## src/rtl/fft16_twiddle_seq_if.sv

```systemverilog
// Twiddle stream between fft16_twiddle_seq (master) and the multiplier stage (slave).
// Optional tw_trivial line exists only when TW_TRIVIAL_FLAG_EN is defined.
interface fft16_twiddle_seq_if #(
    parameter int TW_WORD_LENGTH = 5
);
    logic                             tw_valid;
    logic                             tw_ready;
    logic signed [TW_WORD_LENGTH-1:0] tw_i;
    logic signed [TW_WORD_LENGTH-1:0] tw_q;
    logic [2:0]                       tw_k;
    logic [1:0]                       stage;
    logic [2:0]                       bfly;
    logic                             tw_last;
`ifdef TW_TRIVIAL_FLAG_EN
    logic                             tw_trivial;
`endif

    modport master (
        output tw_valid, tw_i, tw_q, tw_k, stage, bfly, tw_last,
`ifdef TW_TRIVIAL_FLAG_EN
        output tw_trivial,
`endif
        input  tw_ready
    );

    modport slave (
        input  tw_valid, tw_i, tw_q, tw_k, stage, bfly, tw_last,
`ifdef TW_TRIVIAL_FLAG_EN
        input  tw_trivial,
`endif
        output tw_ready
    );
endinterface

```

## src/rtl/fft16_twiddle_seq.sv

```systemverilog
// Twiddle-factor sequencer for a 16-point radix-2 DIF FFT: one twiddle per butterfly.
// Define TW_TRIVIAL_FLAG_EN to add the registered tw_trivial (k == 0) flag.
module fft16_twiddle_seq #(
    parameter int TW_WORD_LENGTH  = 5,
    parameter int TW_INT_LENGTH   = 0,
    parameter int TW_FLOAT_LENGTH = 4
) (
    input  logic                 CLK,
    input  logic                 RST,
    input  logic                 start,
    input  logic                 inverse,
    output logic                 busy,
    output logic                 done,
    fft16_twiddle_seq_if.master  tw
);

    typedef enum logic [1:0] {
        IDLE = 2'd0,
        RUN  = 2'd1,
        DONE = 2'd2
    } state_t;

    localparam int W  = TW_WORD_LENGTH;
    localparam int SH = 15 - TW_FLOAT_LENGTH;
    localparam logic signed [17:0] HALF = 18'sd1 <<< (SH - 1);
    localparam logic signed [17:0] MAXV = (18'sd1 <<< (TW_FLOAT_LENGTH + TW_INT_LENGTH)) - 18'sd1;
    localparam logic signed [17:0] MINV = -MAXV - 18'sd1;

    // S0.15 cosine ROM; +1.0 is saturated to 32767
    function automatic logic signed [15:0] rom_cos(input logic [2:0] k);
        logic signed [15:0] v;
        case (k)
            3'd0:    v = 16'sd32767;
            3'd1:    v = 16'sd30274;
            3'd2:    v = 16'sd23170;
            3'd3:    v = 16'sd12540;
            3'd4:    v = 16'sd0;
            3'd5:    v = -16'sd12540;
            3'd6:    v = -16'sd23170;
            default: v = -16'sd30274;
        endcase
        return v;
    endfunction

    function automatic logic signed [15:0] rom_sin(input logic [2:0] k);
        logic signed [15:0] v;
        case (k)
            3'd0:    v = 16'sd0;
            3'd1:    v = 16'sd12540;
            3'd2:    v = 16'sd23170;
            3'd3:    v = 16'sd30274;
            3'd4:    v = 16'sd32767;
            3'd5:    v = 16'sd30274;
            3'd6:    v = 16'sd23170;
            default: v = 16'sd12540;
        endcase
        return v;
    endfunction

    // Round half away from zero on the magnitude, then clamp to the output range
    function automatic logic signed [W-1:0] round_sat(input logic signed [15:0] v);
        logic signed [17:0] mag;
        logic signed [17:0] rnd;
        mag = v[15] ? -18'(v) : 18'(v);
        rnd = (mag + HALF) >>> SH;
        if (v[15]) begin
            rnd = -rnd;
        end
        if (rnd > MAXV) begin
            rnd = MAXV;
        end else if (rnd < MINV) begin
            rnd = MINV;
        end
        return W'(rnd);
    endfunction

    function automatic logic [2:0] k_of(input logic [1:0] s, input logic [2:0] b);
        logic [2:0] mask;
        case (s)
            2'd0:    mask = 3'd7;
            2'd1:    mask = 3'd3;
            2'd2:    mask = 3'd1;
            default: mask = 3'd0;
        endcase
        return (b & mask) << s;
    endfunction

    logic signed [W-1:0] cos_tab [8];
    logic signed [W-1:0] sin_tab [8];

    genvar gi;
    generate
        for (gi = 0; gi < 8; gi++) begin : g_tab
            assign cos_tab[gi] = round_sat(rom_cos(3'(gi)));
            assign sin_tab[gi] = round_sat(rom_sin(3'(gi)));
        end
    endgenerate

    state_t              state_reg, state_next;
    logic [1:0]          stage_reg, stage_next;
    logic [2:0]          bfly_reg, bfly_next;
    logic [2:0]          k_reg, k_next;
    logic signed [W-1:0] i_reg, i_next;
    logic signed [W-1:0] q_reg, q_next;
    logic                valid_reg, valid_next;
    logic                last_reg, last_next;
    logic                inv_reg, inv_next;
    logic                busy_reg, busy_next;
    logic                done_reg, done_next;
    logic                trivial_reg, trivial_next;
    logic                load;
    logic                clear;

    always_comb begin
        state_next   = state_reg;
        stage_next   = stage_reg;
        bfly_next    = bfly_reg;
        k_next       = k_reg;
        i_next       = i_reg;
        q_next       = q_reg;
        valid_next   = valid_reg;
        last_next    = last_reg;
        inv_next     = inv_reg;
        busy_next    = busy_reg;
        done_next    = 1'b0;
        trivial_next = trivial_reg;
        load         = 1'b0;
        clear        = 1'b0;

        case (state_reg)
            IDLE: begin
                if (start) begin
                    state_next = RUN;
                    inv_next   = inverse;
                    stage_next = 2'd0;
                    bfly_next  = 3'd0;
                    valid_next = 1'b1;
                    busy_next  = 1'b1;
                    load       = 1'b1;
                end
            end
            RUN: begin
                if (valid_reg && tw.tw_ready) begin
                    if (last_reg) begin
                        state_next = DONE;
                        valid_next = 1'b0;
                        busy_next  = 1'b0;
                        done_next  = 1'b1;
                        clear      = 1'b1;
                    end else begin
                        {stage_next, bfly_next} = {stage_reg, bfly_reg} + 5'd1;
                        load = 1'b1;
                    end
                end
            end
            DONE: begin
                state_next = IDLE;
            end
            default: begin
                state_next = IDLE;
            end
        endcase

        // The twiddle is looked up from the position it will hold next cycle
        if (load) begin
            k_next       = k_of(stage_next, bfly_next);
            i_next       = cos_tab[k_next];
            q_next       = inv_next ? -sin_tab[k_next] : sin_tab[k_next];
            last_next    = (stage_next == 2'd3) && (bfly_next == 3'd7);
            trivial_next = (k_next == 3'd0);
        end
        if (clear) begin
            stage_next   = 2'd0;
            bfly_next    = 3'd0;
            k_next       = 3'd0;
            i_next       = '0;
            q_next       = '0;
            last_next    = 1'b0;
            trivial_next = 1'b0;
        end
    end

    always_ff @(posedge CLK) begin
        if (!RST) begin
            state_reg   <= IDLE;
            stage_reg   <= '0;
            bfly_reg    <= '0;
            k_reg       <= '0;
            i_reg       <= '0;
            q_reg       <= '0;
            valid_reg   <= 1'b0;
            last_reg    <= 1'b0;
            inv_reg     <= 1'b0;
            busy_reg    <= 1'b0;
            done_reg    <= 1'b0;
            trivial_reg <= 1'b0;
        end else begin
            state_reg   <= state_next;
            stage_reg   <= stage_next;
            bfly_reg    <= bfly_next;
            k_reg       <= k_next;
            i_reg       <= i_next;
            q_reg       <= q_next;
            valid_reg   <= valid_next;
            last_reg    <= last_next;
            inv_reg     <= inv_next;
            busy_reg    <= busy_next;
            done_reg    <= done_next;
            trivial_reg <= trivial_next;
        end
    end

    assign tw.tw_valid = valid_reg;
    assign tw.tw_i     = i_reg;
    assign tw.tw_q     = q_reg;
    assign tw.tw_k     = k_reg;
    assign tw.stage    = stage_reg;
    assign tw.bfly     = bfly_reg;
    assign tw.tw_last  = last_reg;
    assign busy        = busy_reg;
    assign done        = done_reg;

`ifdef TW_TRIVIAL_FLAG_EN
    assign tw.tw_trivial = trivial_reg;
`else
    logic unused_trivial;
    assign unused_trivial = trivial_reg;
`endif

endmodule

```

## src/flat_wrapper.sv

```systemverilog
// flat-port wrapper written by rule: the top's interface ports become plain ports
module fft16_twiddle_seq_flat 
#(
    parameter int TW_WORD_LENGTH  = 5,
    parameter int TW_INT_LENGTH   = 0,
    parameter int TW_FLOAT_LENGTH = 4
)
  (CLK, RST, start, inverse, busy, done, tw_tw_valid, tw_tw_i, tw_tw_q, tw_tw_k, tw_stage, tw_bfly, tw_tw_last, tw_tw_ready);
  fft16_twiddle_seq_if #(.TW_WORD_LENGTH(TW_WORD_LENGTH)) tw_i ();
  input  logic CLK;
  input  logic RST;
  input  logic start;
  input  logic inverse;
  output logic busy;
  output logic done;
  output wire logic [$bits(tw_i.tw_valid)-1:0] tw_tw_valid;
  output wire logic [$bits(tw_i.tw_i)-1:0] tw_tw_i;
  output wire logic [$bits(tw_i.tw_q)-1:0] tw_tw_q;
  output wire logic [$bits(tw_i.tw_k)-1:0] tw_tw_k;
  output wire logic [$bits(tw_i.stage)-1:0] tw_stage;
  output wire logic [$bits(tw_i.bfly)-1:0] tw_bfly;
  output wire logic [$bits(tw_i.tw_last)-1:0] tw_tw_last;
  input wire logic [$bits(tw_i.tw_ready)-1:0] tw_tw_ready;
  assign tw_tw_valid = tw_i.tw_valid;
  assign tw_tw_i = tw_i.tw_i;
  assign tw_tw_q = tw_i.tw_q;
  assign tw_tw_k = tw_i.tw_k;
  assign tw_stage = tw_i.stage;
  assign tw_bfly = tw_i.bfly;
  assign tw_tw_last = tw_i.tw_last;
  assign tw_i.tw_ready = tw_tw_ready;
  fft16_twiddle_seq #(.TW_WORD_LENGTH(TW_WORD_LENGTH), .TW_INT_LENGTH(TW_INT_LENGTH), .TW_FLOAT_LENGTH(TW_FLOAT_LENGTH)) u_core (.CLK(CLK), .RST(RST), .start(start), .inverse(inverse), .busy(busy), .done(done), .tw(tw_i));
endmodule
```

## config.mk

```make
export PLATFORM = sky130hd
export DESIGN_NAME = fft16_twiddle_seq_flat
export DESIGN_NICKNAME = d
export VERILOG_FILES = /design/src/rtl/fft16_twiddle_seq_if.sv /design/src/rtl/fft16_twiddle_seq.sv /design/src/flat_wrapper.sv
export SDC_FILE = /design/constraint.sdc
export NUM_CORES = 1
export LEC_CHECK = 0
export CAP_MARGIN = 15
export CORE_MARGIN = 2
export CORE_UTILIZATION = 46
export DETAILED_ROUTE_END_ITERATION = 12
export PLACE_DENSITY = 0.73
export SYNTH_ARGS = -nofsm -noshare
export SYNTH_HDL_FRONTEND = slang
export SYNTH_SLANG_ARGS = --single-unit
```

## constraint.sdc

```tcl
create_clock -name CLK -period 2.3 [get_ports CLK]
set_input_delay 0.23 -clock CLK [delete_from_list [all_inputs] [get_ports CLK]]
set_output_delay 0.23 -clock CLK [all_outputs]
set_load 0.03 [all_outputs]
```

==> impl_metrics.tcl <==
set metrics [dict create \
    ioPinCount 27 \
    diodes 0 \
    fp.coreArea_um2 2810 \
    hold_class "primary input to flip-flop" \
    slew_headroom_pct 73.5 \
    violations "negative setup slack" \
    critPathRequiredTime_ns 2.58 \
    die_w_um 58.9 \
    clkTransAtPathRegs_ns 0.13 \
    rsz0062_at_grt "true" \
    crit_fanout 3 \
    grt_start_max_net_pins 20 \
    r2r_slack_ns -0.06 \
    fmax_mhz 425 \
    hold_viol 0 \
    ys_ff_latch 24 \
    pwr-share-seq_pct 53.0 \
    cap_violations 0 \
    syn-num-nets 175 \
    grt_util_met3_pct 3.30 \
    switching_share_pct 30.4 \
    via_count 1551 \
    die-area_um2 3460 \
    hold_path_depth 3 \
    clockPowerShare_pct 22.6 \
    hold_buffers 0 \
    ir_drop_v 0.000247 \
    fin_crit_sh_pct 102 \
    grt_pass1_vias 1543 \
    rows 19 \
    cts-htree-levels 1 \
    ys_seq_area_share_pct 34.7 \
    top_usage_layer "met2" \
    crit_type "flip-flop to flip-flop" \
    globalRouteMet2Util_pct 45.2 \
    ant_nets 0 \
    drc 0 \
    pwr-share-comb_pct 24.4 \
    drt_wl_total_mm 4.31 \
    end_kind "flip-flop" \
    post-route-worst-setup-slack_ns -0.0551 \
    final_common_cell "buf_4" \
    cp.arrival_ns 2.63 \
    grtUsageMet1_pct 34.0 \
    syn-cell-area_um2 1380 \
    globalplace.congestion 0.940 \
    synth_cells 168 \
    track_usage_pct 26.5 \
    insertion_delay_ns 0.32 \
    leakage_nw 0.841 \
    fin_skew_ns 0.00780 \
    ys_types 49 \
    numClockSinks 24 \
    status "complete, but fails checks" \
    reg2reg_depth 12 \
    cts_buffers 3 \
    io_buffer_count 26 \
    syn_avg_cell_area_um2 8.24 \
    synth_edf_count 0 \
    final_nets 241 \
    worstMarginPinSlew_ns 0.396 \
    dr.pass1.iters 5 \
    hold_ws_ns 0.452 \
    viasPerCell 5.90 \
    postSynth.asyncResetShare_pct 0 \
    layout_common_cells "44 x buf_4, 25 x clkdlybuf4s50_1, 20 x nand2_1, 20 x nor2_1, 16 x dfxtp_1" \
    post-route-min-period_ns 2.36 \
    root_buffer "clkbuf_4" \
    wl_per_cell_um 16.4 \
    detail_route.iter0.violations 113 \
    maxSlewViolCount 0 \
    crit_path_start_kind "flip-flop" \
    syn_to_final_growth_pct 51.2 \
    fp.dieH_um 58.9 \
    cts_buffer_depth 2 \
    final_util_pct 74.6 \
    setup_viol 2 \
    cts_tree "done" \
    dpl.hpwl_mm 2.98 \
    p_switching_uw 253 \
    synthFlopType "dfxtp_1" \
    p_int_uw 578 \
    grt_pass1_wl_mm 6.99 \
    initial_core_util_pct 49.3 \
    drive_gt1_share_pct 34.9 \
    antenna_found_initial 0 \
    cellPowerDensity_nw_per_um2 397 \
    pre_cts_ws_ns -0.400 \
    grt_overflow 0 \
    yosys_warnings 0 \
]
## cell families after synthesis
family / count (synthesis) / share of synthesized area (%)
simple gates: 76 / 27.8
compound gates: 50 / 26.5
flops: 24 / 34.7
buf+inv: 11 / 5.52
mux: 5 / 3.71
fa+ha+maj: 2 / 1.81
## per-layer routing
| metal | wire length, um | share of wire (%) | vias up |
|---|---|---|---|
| met5 | 0 | 0 | - |
| met3 | 184 | 4.3 | 13 |
| li1 | - | - | 743 |
| met2 | 2130 | 50 | 63 |
| met4 | 81 | 1.9 | 0 |
| met1 | 1910 | 44 | 732 |
## final timing paths
check,from,end
worst max-delay path,u_core.tw.bfly[0]$_SDFF_PP0_,u_core.tw.tw_q[2]$_SDFFE_PP0P_
worst min register to register,u_core.tw.tw_i[2]$_SDFFE_PP0P_,u_core.tw.tw_i[2]$_SDFFE_PP0P_
worst min-delay path,tw_tw_ready,u_core.state_reg[0]$_SDFFE_PN0P_
worst max register to register,u_core.tw.bfly[0]$_SDFF_PP0_,u_core.tw.tw_q[2]$_SDFFE_PP0P_
## layout make-up
| class | instances | area, um2 |
|---|---|---|
| repair buffers | 70 | 589 |
| inverters | 2 | 7.51 |
| flip-flops and latches | 24 | 500 |
| clock buffers | 3 | 22.5 |
| well taps | 31 | 38.8 |
| fillers | 219 | 713 |
| multi-input cells | 133 | 933 |
## power by group through the flow
| stage | registers (mW) | clock network (mW) | logic (mW) |
|---|---|---|---|
| after CTS | 0.441 | 0.190 | 0.200 |
| after floorplan | 0.476 | 0 | 0.0842 |
| after detailed placement | 0.449 | 0 | 0.194 |
| final | 0.441 | 0.188 | 0.203 |
| after global placement | 0.449 | 0 | 0.190 |
| after global routing | 0.443 | 0.210 | 0.217 |
## repair_timing
action                     CTS  global route
gates resized for setup     15             4
pin swaps                    3             4
setup endpoints to repair    2             3
buffers inserted             2             3
## worst max-delay path, stage by stage (launching register included)
cell      delay (ns)
dfxtp_4         0.39
ha_4            0.12
nand3b_1        0.13
buf_4           0.18
o211a_1         0.22
o211ai_2        0.20
o22ai_2         0.09
a211oi_2        0.29
ha_2            0.24
nor2_2          0.06
nor4b_2         0.25
a31oi_1         0.06
nand2_1         0.08
## through the flow
stage	cell area, um2	TNS (ns)	power (mW)	std cells
after CTS	2050	-0.00176	0.831	260
after global routing	2090	-0.374	0.870	263
after floorplan	1430	-0.190	0.561	168
after detailed placement	1950	-2.12	0.643	255
after global placement	1950	-1.58	0.638	255
final	2090	-0.0986	0.831	263
## synth_stat cells, types with 2 or more instances
| master | count | area [um2] |
|---|---|---|
| a32oi_1 | 2 | 17.5 |
| clkbuf_1 | 3 | 11.3 |
| mux2i_1 | 4 | 40.0 |
| a211oi_2 | 2 | 25.0 |
| nand3b_1 | 2 | 15.0 |
| and2_1 | 5 | 31.3 |
| nor2_1 | 21 | 78.8 |
| ha_1 | 2 | 25.0 |
| nand3_1 | 5 | 25.0 |
| a211o_1 | 2 | 17.5 |
| buf_6 | 4 | 45.0 |
| dfxtp_1 | 24 | 480 |
| a211oi_1 | 2 | 15.0 |
| o21ai_0 | 5 | 25.0 |
| o22ai_1 | 2 | 12.5 |
| nand2_1 | 22 | 82.6 |
| nor2b_1 | 3 | 18.8 |
| a22oi_1 | 2 | 15.0 |
| o21ai_1 | 4 | 20.0 |
| a31oi_1 | 2 | 12.5 |
| inv_1 | 2 | 7.51 |
| o211a_1 | 2 | 20.0 |
| nor3_1 | 8 | 40.0 |
| a21oi_1 | 13 | 65.1 |
(Power assumes the default switching activity.)
